<file path="config.mk">
export PLATFORM = sky130hd
export DESIGN_NAME = gpmc_sram_arbiter
export DESIGN_NICKNAME = d
export VERILOG_FILES = /design/src/rtl/gpmc_sram_arbiter_pkg.sv /design/src/rtl/gpmc_sram_arbiter_rr_pick.sv /design/src/rtl/gpmc_sram_arbiter.sv
export SDC_FILE = /design/constraint.sdc
export NUM_CORES = 1
export LEC_CHECK = 0
export CAP_MARGIN = 25
export CORE_MARGIN = 5
export CORE_UTILIZATION = 30
export CTS_BUF_LIST = sky130_fd_sc_hd__clkbuf_8
export CTS_CLUSTER_SIZE = 30
export DETAILED_ROUTE_END_ITERATION = 10
export GPL_TIMING_DRIVEN = 0
export PLACE_DENSITY_LB_ADDON = 0.15
export SYNTH_ARGS = -nofsm -noshare
export SYNTH_HDL_FRONTEND = slang
export SYNTH_SLANG_ARGS = --single-unit
</file>
<file path="constraint.sdc">
create_clock -name i_clk -period 1.92 [get_ports i_clk]
set_clock_uncertainty 0.1 [all_clocks]
set_input_delay 0.288 -clock i_clk [delete_from_list [all_inputs] [get_ports i_clk]]
set_output_delay 0.288 -clock i_clk [all_outputs]
set_load 0.01 [all_outputs]
</file>
<file path="src/rtl/gpmc_sram_arbiter_pkg.sv">
// Shared defaults for the GPMC/fabric SRAM arbiter: widths, host port index, sizing helper.
// Pure declarations; no logic, no latency, no flow control.
package gpmc_sram_arbiter_pkg;

    localparam int DEF_NREQ       = 3;
    localparam int DEF_ADDR_W     = 10;
    localparam int DEF_DATA_W     = 16;
    localparam int DEF_HOST_BURST = 4;
    localparam int HOST_PORT      = 0;

    // Counter/index width that never collapses to zero bits.
    function automatic int clog2_min1(input int n);
        return (n <= 2) ? 1 : $clog2(n);
    endfunction

endpackage

</file>
<file path="src/rtl/gpmc_sram_arbiter_rr_pick.sv">
// Rotating-priority picker: lowest set bit of i_vec at or after i_ptr, cyclically, as one-hot.
// Purely combinational, zero latency; never grants an unrequested bit.
import gpmc_sram_arbiter_pkg::*;

module gpmc_sram_arbiter_rr_pick #(
    parameter int N     = 2,
    parameter int PTR_W = 1
) (
    input  logic [N-1:0]     i_vec,
    input  logic [PTR_W-1:0] i_ptr,
    output logic [N-1:0]     o_gnt
);

    logic [N-1:0] w_rot;
    logic [N-1:0] w_rot_oh;

    // Rotate so i_ptr sits at bit 0, isolate the lowest set bit, rotate back.
    assign w_rot    = N'({i_vec, i_vec} >> i_ptr);
    assign w_rot_oh = w_rot & (-w_rot);
    assign o_gnt    = N'(({w_rot_oh, w_rot_oh} << i_ptr) >> N);

endmodule

</file>
<file path="src/rtl/gpmc_sram_arbiter.sv">
// Arbitrates one single-port RAM between host port 0 (bounded priority) and round-robin fabric ports.
// Grant is combinational; RAM command one cycle later, read data two cycles after grant; losers hold REQ.
import gpmc_sram_arbiter_pkg::*;

module gpmc_sram_arbiter #(
    parameter int NREQ       = DEF_NREQ,
    parameter int ADDR_W     = DEF_ADDR_W,
    parameter int DATA_W     = DEF_DATA_W,
    parameter int HOST_BURST = DEF_HOST_BURST
) (
    input  logic                       i_clk,
    input  logic                       i_rst,
    input  logic [NREQ-1:0]            i_req,
    input  logic [NREQ-1:0]            i_we,
    input  logic [NREQ*ADDR_W-1:0]     i_addr,
    input  logic [NREQ*DATA_W-1:0]     i_wdata,
    input  logic [NREQ*(DATA_W/8)-1:0] i_be,
    input  logic                       i_wp,
    output logic [NREQ-1:0]            o_gnt,
    output logic [NREQ-1:0]            o_rvalid,
    output logic [DATA_W-1:0]          o_rdata,
    output logic                       o_wp_viol,
    output logic                       o_sram_en,
    output logic [DATA_W/8-1:0]        o_sram_we,
    output logic [ADDR_W-1:0]          o_sram_addr,
    output logic [DATA_W-1:0]          o_sram_wdata,
    input  logic [DATA_W-1:0]          i_sram_rdata
);

    localparam int BE_W = DATA_W / 8;
    localparam int PW   = clog2_min1(NREQ);
    localparam int CW   = clog2_min1(HOST_BURST + 1);

    logic [PW-1:0]     r_rr_ptr;
    logic [CW-1:0]     r_host_cnt;
    logic              r_rd1_vld;
    logic [PW-1:0]     r_rd1_idx;
    logic [NREQ-1:0]   r_rvalid;
    logic              r_wp_viol;
    logic              r_sram_en;
    logic [BE_W-1:0]   r_sram_we;
    logic [ADDR_W-1:0] r_sram_addr;
    logic [DATA_W-1:0] r_sram_wdata;

    logic              w_fab_pend;
    logic              w_host_win;
    logic              w_wp_block;
    logic [NREQ-2:0]   w_fab_oh;
    logic [NREQ-1:0]   w_gnt;
    logic [PW-1:0]     w_win;
    logic [PW-1:0]     w_rr_next;

    assign w_fab_pend = |i_req[NREQ-1:1];
    assign w_host_win = i_req[HOST_PORT] && ((r_host_cnt < CW'(HOST_BURST)) || !w_fab_pend);

    gpmc_sram_arbiter_rr_pick #(
        .N     (NREQ - 1),
        .PTR_W (PW)
    ) u_rr_pick (
        .i_vec (i_req[NREQ-1:1]),
        .i_ptr (r_rr_ptr - PW'(1)),
        .o_gnt (w_fab_oh)
    );

    always_comb begin
        w_gnt = '0;
        if (!i_rst) begin
            if (w_host_win) w_gnt[HOST_PORT] = 1'b1;
            else            w_gnt = {w_fab_oh, 1'b0};
        end
    end

    always_comb begin
        w_win = '0;
        for (int i = 0; i < NREQ; i++) begin
            if (w_gnt[i]) w_win = PW'(i);
        end
    end

    assign w_wp_block = w_gnt[HOST_PORT] && i_we[HOST_PORT] && i_wp;
    assign w_rr_next  = (w_win == PW'(NREQ - 1)) ? PW'(1) : w_win + PW'(1);

    always_ff @(posedge i_clk) begin
        if (i_rst) begin
            r_rr_ptr     <= PW'(1);
            r_host_cnt   <= '0;
            r_rd1_vld    <= 1'b0;
            r_rd1_idx    <= '0;
            r_rvalid     <= '0;
            r_wp_viol    <= 1'b0;
            r_sram_en    <= 1'b0;
            r_sram_we    <= '0;
            r_sram_addr  <= '0;
            r_sram_wdata <= '0;
        end else begin
            if (!w_fab_pend) begin
                r_host_cnt <= '0;
            end else if (w_gnt[HOST_PORT]) begin
                if (r_host_cnt != CW'(HOST_BURST)) r_host_cnt <= r_host_cnt + CW'(1);
            end else begin
                r_host_cnt <= '0;
            end

            if (|w_gnt[NREQ-1:1]) r_rr_ptr <= w_rr_next;

            // A write-protected host write is consumed but never reaches the RAM.
            r_sram_en <= 1'b0;
            r_sram_we <= '0;
            if ((|w_gnt) && !w_wp_block) begin
                r_sram_en    <= 1'b1;
                r_sram_addr  <= i_addr[w_win*ADDR_W +: ADDR_W];
                r_sram_wdata <= i_wdata[w_win*DATA_W +: DATA_W];
                r_sram_we    <= i_we[w_win] ? i_be[w_win*BE_W +: BE_W] : '0;
            end
            if (w_wp_block) r_wp_viol <= 1'b1;

            r_rd1_vld <= (|w_gnt) && !i_we[w_win];
            r_rd1_idx <= w_win;
            r_rvalid  <= r_rd1_vld ? (NREQ'(1) << r_rd1_idx) : '0;
        end
    end

    assign o_gnt        = w_gnt;
    assign o_rvalid     = r_rvalid;
    assign o_rdata      = (|r_rvalid) ? i_sram_rdata : '0;
    assign o_wp_viol    = r_wp_viol;
    assign o_sram_en    = r_sram_en;
    assign o_sram_we    = r_sram_we;
    assign o_sram_addr  = r_sram_addr;
    assign o_sram_wdata = r_sram_wdata;

endmodule
</file>
=== After elaboration in Yosys (flattened, before gate mapping) ===
Cells that the tools add are included.

* Output and inout port bits: 52
* Bits of input ports: 109
* Register bits after elaboration: 41

* Eq/ne operators: 2
* Add/subtract/negate cells: 4
* Muxes and demuxes: 10
* Shift operators: 6
* Multiply operators: 1
* Reductions and logical operators: 16
* Order comparisons: 2
* Bitwise operators: 6

{| class="wikitable"
|+ Operator list
! operator !! number
|-
| $shiftx 48x7->16 || 1
|-
| $shiftx 30x7->10 || 1
|-
| $mux 16 || 1
|-
| $reduce_or 3->1 || 4
|-
| $mux 2 || 3
|-
| $reduce_or 2->1 || 3
|-
| $shiftx 6x4->2 || 1
|-
| $logic_and 1x1->1 || 5
|-
| $mul 2x3->5 const B || 1
|-
| $not 1->1 || 5
|-
| $mux 1 || 4
|-
| $shl 4x2->4 || 1
|-
| $shr 4x2->2 || 1
|-
| $add 3x1->3 const B || 1
|-
| $logic_not 1->1 || 3
|-
| $lt 2x3->1 const B || 1
|-
| $lt 3x3->1 const B || 1
|-
| $mux 3 || 1
|-
| $ne 3x3->1 const B || 1
|-
| $shl 1x2->3 const A || 1
|-
| $add 2x1->2 const B || 1
|-
| $and 2x2->2 || 1
|-
| $bmux 1 s2 || 1
|-
| $eq 2x2->1 const B || 1
|-
| 3 further kinds || 3
|}

=== Logic depth before layout (Yosys ltp) ===
Gate-level depths: netlist (run 1).

* Depth in word-level cells: 13
* Gate-level depth with buffers: 9

=== Cells and area by module ===
A second synthesis (run 1) with hierarchy kept.

* Cells, all modules: 261
* Area total of the unflattened synthesis: 2290.9 µm²

{| class="wikitable"
|+ By module, submodules not included
! module !! sequential area each (µm²) !! area each (µm²) !! cells each !! instances
|-
| gpmc_sram_arbiter || 820.8 || 2268.4 || 257 || 1
|-
| gpmc_sram_arbiter_rr_pick || 0.0 || 22.5 || 4 || 1
|}

=== Worst setup path before layout (run 1) ===
Ideal clock, no wire load.

* Path type: in2reg
* Start point: in i_req[0]
* End point: reg r_sram_wdata[12] (netlist: o_sram_wdata[12])
* Slack: 0.111 ns
* Cell stages on the path: 8
* Required time: 1.694 ns
* Arrival: 1.583 ns
* Cell sequence: nor2b_1 -> buf_6 -> or3_1 -> buf_2 -> buf_4 -> buf_2 -> a41oi_1 -> o31ai_1

* Longest elaborated chain between the ends: 7
* Elaborated cells on any way between the ends: 12

{| class="wikitable"
|+ Ends and longest elaborated chain
! item !! RTL line !! RTL
|-
| start: declaration || gpmc_sram_arbiter.sv:13 || <nowiki>input logic [NREQ-1:0] i_req,</nowiki>
|-
| $logic_and 1x1->1 * || gpmc_sram_arbiter.sv:54 || <nowiki>assign w_host_win = i_req[HOST_PORT] && ((r_host_cnt < CW'(HOST_BURST)) || !w_fab_pend);</nowiki>
|-
| $mux 1 || gpmc_sram_arbiter.sv:68 || <nowiki>if (w_host_win) w_gnt[HOST_PORT] = 1'b1;</nowiki>
|-
| $mux 3 * || gpmc_sram_arbiter.sv:67 || <nowiki>if (!i_rst) begin</nowiki>
|-
| branches (longest 4 deep; another with $shiftx 48x7->16) || - ||
|-
| end signal: assignment || gpmc_sram_arbiter.sv:112 || <nowiki>r_sram_wdata <= i_wdata[w_win*DATA_W +: DATA_W];</nowiki>
|-
| end: declaration || gpmc_sram_arbiter.sv:43 || <nowiki>logic [DATA_W-1:0] r_sram_wdata;</nowiki>
|}

Mark *: on every way between the ends.
A chain may end at the register's enable or synchronous reset.

=== Worst setup path in the final report (run 1) ===
* Start point: in i_req[2]
* End point: out o_gnt[2]

* Longest elaborated chain between the ends: 6
* Elaborated cells on any way between the ends: 10

{| class="wikitable"
|+ Ends and longest elaborated chain
! item !! RTL line !! RTL
|-
| $shr 4x2->2 / $reduce_or 2->1 (equally long branches) || gpmc_sram_arbiter_rr_pick.sv:18, gpmc_sram_arbiter.sv:53 ||
|-
| $neg 2->2 / $logic_not 1->1 (equally long branches) || - ||
|-
| $and 2x2->2 / $logic_or 1x1->1 (equally long branches) || gpmc_sram_arbiter_rr_pick.sv:19, gpmc_sram_arbiter.sv:54 ||
|-
| $shl 4x2->4 / $logic_and 1x1->1 (equally long branches) || gpmc_sram_arbiter_rr_pick.sv:20, gpmc_sram_arbiter.sv:54 ||
|-
| $mux 2 * || gpmc_sram_arbiter.sv:68 ||
|-
| $mux 3 * || gpmc_sram_arbiter.sv:67 ||
|-
| end: declaration || gpmc_sram_arbiter.sv:19 || <nowiki>output logic [NREQ-1:0] o_gnt,</nowiki>
|}

Every way passes the cells marked *; elsewhere a longest branch is shown, timed or not.

==> results of run 1 <==
==> path summary, 6_finish.rpt <==
path | end | cells past startpoint
setup / recovery | o_gnt[2] | 7
hold / removal | r_host_cnt[0]$_SDFFE_PP0N_ | 3
setup reg to reg | o_sram_wdata[1]$_SDFFE_PP0P_ | 7
hold reg to reg | o_rvalid[2]$_SDFF_PP0_ | 1
==> layer usage <==
layer  GRT usage [%]  wire, µm  share of wire [%]
met4            3.98        93               0.84
met3            5.89      1090                9.8
met2            34.1      5340                 48
met5               0         0                  0
met1            24.7      4580                 41
==> registers in the layout, indices dropped and copies added, names as in the netlist <==
| register | cells |
|---|---|
| o_rvalid | 3 |
| o_sram_addr | 10 |
| o_sram_en | 1 |
| o_sram_wdata | 16 |
| o_sram_we | 2 |
| o_wp_viol | 1 |
| r_host_cnt | 3 |
| r_rd1_idx | 2 |
| r_rd1_vld | 1 |
| r_rr_ptr | 2 |
==> layout make-up <==
type | instances | share of cell area, %
Timing Repair Buffer | 182 | 36.7
Multi-Input combinational cell | 201 | 34.1
Sequential cell | 41 | 17.0
Buffer | 34 | 4.79
Tap cell | 105 | 2.70
Inverter | 32 | 2.68
Clock buffer | 7 | 1.98
Clock inverter | 1 | 0.103
==> where the power goes <==
group | switching (µW) | internal, µW
Combinational | 370 | 543
Sequential | 46.8 | 936
Clock | 326 | 326
==> cells in the final DEF, fill, tap and decap left out, types with 6 or more instances in the layout <==
| cell | Yosys | routed |
|---|---|---|
| a2111oi_0 | 22 | 7 |
| a2111oi_1 | 0 | 9 |
| a2111oi_2 | 2 | 8 |
| a211oi_1 | 18 | 13 |
| a311oi_1 | 8 | 7 |
| a41oi_2 | 0 | 8 |
| buf_2 | 8 | 7 |
| buf_4 | 5 | 21 |
| buf_6 | 1 | 7 |
| clkbuf_1 | 20 | 12 |
| clkbuf_2 | 0 | 6 |
| clkbuf_8 | 0 | 9 |
| clkdlybuf4s15_1 | 0 | 6 |
| clkdlybuf4s50_1 | 0 | 139 |
| dfxtp_1 | 41 | 37 |
| dlygate4sd2_1 | 0 | 9 |
| inv_1 | 28 | 28 |
| nand2b_1 | 17 | 15 |
| nor2_1 | 12 | 12 |
| nor2b_1 | 26 | 25 |
| nor3b_1 | 8 | 8 |
| o21ai_0 | 11 | 11 |
| o31ai_1 | 8 | 8 |
| o32ai_1 | 10 | 10 |
==> through the flow <==
stage	util, %	total power (µW)	setup TNS, ps
floorplan	-	1330	0
global placement	52.0	1810	-27820
detailed placement	52.0	1820	-28650
CTS	56.9	2520	-295
global route	58.5	2660	-602
finish	58.5	2550	-42.1
==> worst max-delay path, stage by stage <==
cell and delay (ps):
dlygate4sd2_1 290, a21bo_2 270, or3_4 370, inv_6 90
buf_8 100, buf_6 80, buf_6 80
==> cells by family (layout without fill, tap and decap cells) <==
kind of cell    after synthesis  count (layout)  synth area share [%]
simple gates                 90              90                  21.4
buf+inv                      67             256                  11.2
fa+ha+maj                     2               2                 0.969
mux                           5               5                  1.94
flops                        41              41                  31.8
compound gates              104             104                  32.7
==> what timing repair did <==
item                       in CTS  in global routing
gates cloned                    1                  0
setup endpoints to repair      58                 47
buffers inserted               16                  5
gates resized for setup        75                 52
pin swaps                       5                  4
==> summary.md, run 1 <==
| Metric | Value |
|---|---|
| Status | complete, but fails checks |
| Failing checks | negative setup slack |
| Layout cells sized above 1 | between 10% and 20% |
| Diodes inserted | 0 |
| Hold_buf cts | 0 |
| Hold_sp | i_req[0] |
| Hold Violations, Final | 0 |
| Clk_lat worst skew | ~300 ps |
| CP Capture Type | output port |
| CTS Buf Count | 5 |
| CP Max Fanout | 4 |
| Final Cycle Share | 102% |
| Initial antenna violation count | 0 |
| DR pass1 iterations | 4 |
| Clock transition at path regs | 90 ps |
| Max rail drop VDD | ~260 µV |
| Max Buffers Root-to-Sink | 2 |
| Number of global-route vias before repair | 3209 |
| Worst r2r src | r_host_cnt[2]$_SDFFE_PP0N_ |
| Leakage | ~0.0019 µW |
| Max_cap viols | 0 |
| Post-synth cell types | 42 |
| Fmax | 510 MHz |
| Setup ws final | -42.1 ps |
| Tightest Hold Check Type | input pin to flip-flop |
| Syn nets | 420 |
| I/O pin cnt | 161 |
| Fin. max-slew vios | 0 |
| Synth top area cells | dfxtp_1 (32%), a2111oi_0 (7.5%), nor2b_1 (6.3%) |
| Multi-input combinational cell area | 1660 µm² |
| CORE AREA | just over 8000 µm² |
| CTS tree | yes |
| Area delta synth->final | 88.1% |
| Hold WS | just over 300 ps |
| Layout Nets | approximately 600 |
| Synth area leader | dfxtp_1 |
| First-pass GRT wire length | 16400 µm |
| Placed Cells | between 500 and 600 |
| H-tree depth | 2 |
| Root Buffer | clkbuf_8 |
| Synthesized area | between 2000 and 3000 µm² |
| Most frequent cells after synthesis | dfxtp_1 (41), inv_1 (28), nor2b_1 (26), a2111oi_0 (22), clkbuf_1 (20) |
| Grt ovf | 0 |
| IO Port Bufs | 160 |
| Most common cell in the netlist | dfxtp_1 |
| FF+latch area | ~830 µm² |
| ANT nets after route | 0 |
| Crit path required time | 1530 ps |
| Seq cells post-synth | 41 |
| Final HPWL DP | around 8300 µm |
| Number of synthesized flops with an enable pin | 0 |
| Initial core utilization | 31.1% |
| Drc violations | 0 |
| Placed Area | 4320 µm² |
| Die height | around 100 µm |
| Worst setup path class | input pin to output port |
| Worst slack, placed | -953 ps |
| Reg2Reg Setup Slack | about 10 ps |
| Synth async-reset ratio | 0% |
| Final instance area | 4860 µm² |
| Vias per cell | ~5.3 |
| Gpl congestion | between 0.8 and 0.9 |
| Fillers | ~800 |
| Gr usage total | between 10% and 20% |
| Iter 0 DRT Violations | 96 |
| Synth Flop Type | dfxtp_1 |
| Die X-Extent | between 100 and 150 µm |
| Seq/Total Area, Yosys | about a third |
| Cells after synthesis | 309 |
| Post-Syn Area per Cell | around 8.4 µm² |
| Ys Warns | 0 |
| Die area | approximately 11000 µm² |
| Layout Cells excl Fill | ~600 |
| Crit path DAT | about 1600 ps |
| Crit path from | i_req[2] |
| Routed WL | around 11000 µm |
| Rel. slew slack | 57.7% |
| Final setup viols | 1 |
| Largest net degree at the start of global routing | 13 |
| WL/cell | 18.4 µm |
| CP Launch Type | input pin |
| Synth top area share | roughly a third |
| Row count | 33 |
| Pwr per Cell Area | 525 nW/µm² |
| Worst Max-Slew Pin Slew | approximately 630 ps |
| Vias | 3183 |
| RSZ-0062 raised after global routing | true |
| Clk sinks | 41 |
| Minimum clock period | about 2000 ps |
Power figures use the tool's default switching activity.
==> run 2: changes to the inputs <==
--- a/config.mk
+++ b/config.mk
@@ -11,6 +11,7 @@
 export CTS_BUF_LIST = sky130_fd_sc_hd__clkbuf_8
 export CTS_CLUSTER_SIZE = 30
 export DETAILED_ROUTE_END_ITERATION = 10
+export GPL_ROUTABILITY_DRIVEN = 1
 export GPL_TIMING_DRIVEN = 0
 export PLACE_DENSITY_LB_ADDON = 0.15
 export SYNTH_ARGS = -nofsm -noshare
==> constraint.sdc (replaced) <==
create_clock -name i_clk -period 2.4 [get_ports i_clk]
set_clock_uncertainty 0.1 [all_clocks]
set_input_delay 0.36 -clock i_clk [delete_from_list [all_inputs] [get_ports i_clk]]
set_output_delay 0.36 -clock i_clk [all_outputs]
set_load 0.01 [all_outputs]
==> run 2 against run 1 <==
The flow now finishes without violations. Worst setup slack improved by 110 ps. Sequential power decreased by 20%. Hold slack better by 48 ps. Global-route usage decreased by 0.84 points. Count of clock-buffer cells in the layout unchanged. Register-to-register slack improved by 220 ps. Sequential share of layout area rose by 1.5 points. Wire length decreased by 6.0%. Cell area shrank 8.5%.
==> summary.md, run 2 (synthesis gave the netlist of run 1 again) <==
| Metric | Value |
|---|---|
| Row count | 33 |
| Fmax | roughly 430 MHz |
| Die X-Extent | just over 100 µm |
| Worst setup path class | input pin to output port |
| Hold WS | about 350 ps |
| H-tree depth | 2 |
| Grt ovf | 0 |
| CTS tree | yes |
| CORE AREA | between 8000 and 9000 µm² |
| Commonest non-fill, non-tap cell in the layout | clkdlybuf4s50_1 |
| Placed Cells | around 570 |
| CTS Buf Count | 5 |
| Area delta synth->final | 72.1% |
| Crit path DAT | between 1500 and 2000 ps |
| Die height | approximately 100 µm |
| Leakage | ~0.0016 µW |
| IO Port Bufs | 160 |
| Vias per cell | ~5.2 |
| Rel. slew slack | between 60% and 70% |
| Clk_lat worst skew | between 200 and 300 ps |
| Initial antenna violation count | 0 |
| Routed WL | between 10000 and 15000 µm |
| Max reg flops | 16 |
| Diodes inserted | 0 |
| Reg2Reg Setup Slack | between 200 and 250 ps |
| Layout Cells excl Fill | 582 |
| Utilization after layout | around 54% |
| CP Capture Type | output port |
| M1 WL | between 4000 and 5000 µm |
| Highest metal used | met4 |
| Final Cycle Share | 97.1% |
| Largest net degree at the start of global routing | 15 |
| Met2 wire len | between 4000 and 5000 µm |
| Minimum clock period | between 2000 and 2500 ps |
| I/O pin cnt | 161 |
| Die area | between 10000 and 15000 µm² |
| Fillers | 819 |
| RSZ-0062 raised after global routing | false |
| Layout Nets | about 590 |
| CP Launch Type | input pin |
| Layout cells sized above 1 | approximately 7.3% |
| Iter 0 DRT Violations | 88 |
| R2r worst-path depth | 7 |
| DR pass1 iterations | 5 |
| Drc violations | 0 |
| Hold-critical path depth | 1 |
| Hold_buf cts | 0 |
| Gpl congestion | 0.899 |
| Fin. max-slew vios | 0 |
| FF+latch area | approximately 800 µm² |
| Status | completed |
| Vias | 3054 |
| Hold Violations, Final | 0 |
| WL/cell | roughly 18 µm |
| Root Buffer | clkbuf_8 |
| Routed wl met3 | approximately 1000 µm |
| Max_cap viols | 0 |
| Max rail drop VDD | between 150 and 200 µV |
| Worst Max-Slew Pin Slew | between 500 and 600 ps |
| Worst slack, placed | -617 ps |
| Initial core utilization | roughly 31% |
| Number of global-route vias before repair | 3052 |
| Setup ws final | ~70 ps |
| Gr usage total | 19.0% |
| CP Max Fanout | 10 |
| First-pass GRT wire length | about 16000 µm |
| Max incr delay on CP | roughly 530 ps |
| Worst path cell trace | dlygate4sd2_1, nor2b_1, buf_6, a211o_1, inv_4, clkdlybuf4s50_1 |
| Slowest cell on crit path | clkdlybuf4s50_1 |
| Max Buffers Root-to-Sink | 2 |
| Multi-input combinational cell area | 1490 µm² |
| Total power | slightly below 2000 µW |
| Most used cells in the layout excluding fill and tap cells | clkdlybuf4s50_1 (154), dfxtp_1 (41), inv_1 (28), nor2b_1 (26), a2111oi_0 (22) |
| ANT nets after route | 0 |
| Clk sinks | 41 |
| Final setup viols | 0 |
| Clock transition at path regs | about 80 ps |
| Final HPWL DP | about 8300 µm |
| Pwr per Cell Area | around 440 nW/µm² |
| Crit path required time | about 1900 ps |
| Tightest Hold Check Type | flip-flop to flip-flop |
[run 2: power by group]
group | internal [µW] | total, µW | switching (µW)
Clock | 261 | 522 | 261
Combinational | 391 | 656 | 265
Sequential | 749 | 785 | 36.3
[run 2: layout make-up]
| cell class | count | area share, % |
|---|---|---|
| Sequential cell | 41 | 18.5 |
| Inverter | 32 | 2.82 |
| Clock inverter | 1 | 0.113 |
| Multi-Input combinational cell | 201 | 33.5 |
| Buffer | 34 | 3.86 |
| Clock buffer | 7 | 2.17 |
| Tap cell | 105 | 2.96 |
| Timing Repair Buffer | 161 | 36.1 |
[run 2: per-layer routing]
metal	up-vias	GRT usage (%)
met5	-	0
met4	0	3.98
met3	7	5.82
met2	143	31.9
met1	1406	24.0
li1	1498	-
[run 2: worst paths after layout]
kind                               from                            to
max                            i_req[0]                      o_gnt[1]
min             r_rd1_idx[0]$_SDFF_PP0_        o_rvalid[2]$_SDFF_PP0_
max reg2reg  r_host_cnt[2]$_SDFFE_PP0N_  o_sram_wdata[2]$_SDFFE_PP0P_
min reg2reg     r_rd1_idx[0]$_SDFF_PP0_        o_rvalid[2]$_SDFF_PP0_
[run 2: metrics by stage]
| step | setup TNS (ps) | cell area [µm²] |
|---|---|---|
| CTS | 0 | 4440 |
| floorplan | 0 | 2580 |
| global route | 0 | 4440 |
| global placement | -7890 | 4320 |
| detailed placement | -8280 | 4320 |
| finish | 0 | 4440 |
[run 2: worst max-delay path, delay by kind of cell]
| kind | cells | cell delay [ps] |
|---|---|---|
| and+or+nand+nor | 1 | 160 |
| AOI/OAI and AO/OA | 1 | 330 |
| buffers and inverters | 4 | 1030 |
[run 2: what timing repair did]
| action | in CTS | in global routing |
|---|---|---|
| pin swaps | 2 | 0 |
| resized for setup | 12 | 2 |
| setup buffers | 1 | 0 |
| endpoints found under the setup margin | 13 | 20 |
==> run 3: changes to the inputs <==
--- a/config.mk
+++ b/config.mk
@@ -7,7 +7,7 @@
 export LEC_CHECK = 0
 export CAP_MARGIN = 25
 export CORE_MARGIN = 5
-export CORE_UTILIZATION = 30
+export CORE_UTILIZATION = 35
 export CTS_BUF_LIST = sky130_fd_sc_hd__clkbuf_8
 export CTS_CLUSTER_SIZE = 30
 export DETAILED_ROUTE_END_ITERATION = 10
==> constraint.sdc (replaced) <==
create_clock -name i_clk -period 2.1 [get_ports i_clk]
set_clock_uncertainty 0.1 [all_clocks]
set_input_delay 0.315 -clock i_clk [delete_from_list [all_inputs] [get_ports i_clk]]
set_output_delay 0.315 -clock i_clk [all_outputs]
set_load 0.01 [all_outputs]
==> run 3 against run 2 <==
The run now ends with negative setup slack left. Largest cell class unchanged. Cell area up 1.8%. Highest routed layer unchanged. Worst setup slack worse by 170 ps. Critical endpoint is now o_gnt[2]. Via count up 2.5%.
==> summary.md, run 3 (synthesis gave the netlist of run 1 again) <==
| Metric | Value |
|---|---|
| IO Port Bufs | 160 |
| Hold Violations, Final | 0 |
| Leakage | 0.00170 µW |
| Routed WL | between 10000 and 15000 µm |
| Worst r2r src | r_host_cnt[2]$_SDFFE_PP0N_ |
| Commonest non-fill, non-tap cell in the layout | clkdlybuf4s50_1 |
| RSZ-0062 raised after global routing | true |
| Initial core utilization | between 30% and 40% |
| DR pass1 iterations | 5 |
| Drc violations | 0 |
| R2r worst-path depth | 9 |
| Final Cycle Share | 105% |
| Fmax | 455 MHz |
| Hold WS | between 300 and 400 ps |
| Die height | about 96 µm |
| Tightest Hold Check Type | flip-flop to flip-flop |
| Hold_sp | r_rd1_idx[0]$_SDFF_PP0_ |
| Hold-critical path depth | 1 |
| Crit path DAT | around 1800 ps |
| Clk sinks | 41 |
| Final setup viols | 1 |
| Gpl congestion | roughly 0.83 |
| Number of global-route vias before repair | 3154 |
| Diodes inserted | 0 |
| Worst setup path class | input pin to output port |
| CTS Buf Count | 5 |
| Final HPWL DP | around 8100 µm |
| First-pass GRT wire length | 15700 µm |
| Minimum clock period | around 2200 ps |
| WL/cell | around 18 µm |
| ANT nets after route | 0 |
| Crit path from | i_req[0] |
| Worst path cell trace | dlygate4sd2_1, nor2b_1, buf_6, or3_4, buf_6, inv_4, buf_8, buf_4, buf_4 |
| Slowest cell on crit path | or3_4 |
| Failing checks | negative setup slack |
| Vias per cell | roughly 5.4 |
| Layout Nets | between 500 and 600 |
| Gr usage total | between 20% and 30% |
| Crit path required time | 1680 ps |
| Clk_lat worst skew | approximately 300 ps |
| Utilization after layout | a little over three fifths |
| Total power | around 2300 µW |
| Hold_buf cts | 0 |
| Layout cells sized above 1 | 10.5% |
| Max rail drop VDD | ~300 µV |
| Reg2Reg Setup Slack | around 90 ps |
| Largest net degree at the start of global routing | 13 |
| H-tree depth | 2 |
| Iter 0 DRT Violations | between 150 and 200 |
| Max reg flops | 16 |
| Setup ws final | -98.3 ps |
| Fin. max-slew vios | 0 |
| Die area | between 9000 and 10000 µm² |
| Max Buffers Root-to-Sink | 2 |
| Pwr per Cell Area | around 500 nW/µm² |
| Critical R2R Capture | o_sram_addr[8]$_SDFFE_PP0P_ |
| I/O pin cnt | 161 |
| Rel. slew slack | between 60% and 70% |
| Hold EP | o_rvalid[2]$_SDFF_PP0_ |
| CTS tree | yes |
| CP Capture Type | output port |
| Area delta synth->final | 75.1% |
| Initial antenna violation count | 0 |
| Max incr delay on CP | 360 ps |
| Root Buffer | clkbuf_8 |
| Vias | between 3000 and 4000 |
| Final setup TNS | -98.3 ps |
| Clock transition at path regs | 80 ps |
| Worst Max-Slew Pin Slew | ~570 ps |
| CORE AREA | ~7200 µm² |
| Most used cells in the layout excluding fill and tap cells | clkdlybuf4s50_1 (153), dfxtp_1 (40), inv_1 (28), nor2b_1 (26), a2111oi_0 (22) |
| Max_cap viols | 0 |
| CP Launch Type | input pin |
| Status | complete, but fails checks |
| CP Max Fanout | 10 |
| Grt ovf | 0 |
| Die X-Extent | 95.9 µm |
| Worst slack, placed | -821 ps |
| Row count | 31 |
[run 3: cell types whose count changed in the layout (fill, tap and decap cells not counted), moves of 2 or more]
cell,delta
buf_4,+8
clkbuf_2,+3
buf_6,+2
clkbuf_1,-2
[run 3: repair_timing]
action | in CTS | in global routing
setup buffers | 3 | 6
endpoints found under the setup margin | 54 | 26
resized for setup | 21 | 12
gates cloned | 0 | 0
pin swaps | 3 | 0
[run 3: how the worst max path moves through the flow]
stage / slack, ps / to
5_1_grt: -130 / o_gnt[2]
4_1_cts: -120 / o_gnt[2]
2_1_floorplan: 260 / o_sram_wdata[10]$_SDFFE_PP0P_
3_5_place_dp: -820 / o_gnt[2]
3_3_place_gp: -810 / o_gnt[2]
6_report: -100 / o_gnt[2]
[run 3: area by class of cell]
cell class	count	area [µm²]
Fill cell	657	2690
Timing Repair Buffer	169	1660
Multi-Input combinational cell	201	1500
Sequential cell	41	822
Buffer	35	195
Inverter	32	128
Tap cell	99	124
Clock buffer	7	96.3
Clock inverter	1	5.00
[run 3: power breakdown]
part	total, µW	switching [µW]	internal [µW]
sequential	898	42.0	856
clock	594	296	298
combinational	772	311	460
total	2260	649	1610
[run 3: critical path, delay by kind of cell]
kind,cells,cell delay (ps)
buf+inv,7,950
simple gates,2,520
[run 3: per-stage QoR]
stage          std cells  area (µm²)
6_report             585        4520
3_5_place_dp         568        4310
4_1_cts              579        4460
3_3_place_gp         568        4310
2_1_floorplan        309        2580
5_1_grt              585        4520
[run 3: routing by layer]
metal / up-vias / share of wire, % / global-route usage [%]
met4: 0 / 1.2 / 5.33
met2: 137 / 49 / 38.0
met3: 12 / 8.6 / 6.57
li1: 1521 / - / -
met5: - / 0 / 0
met1: 1460 / 41 / 25.8
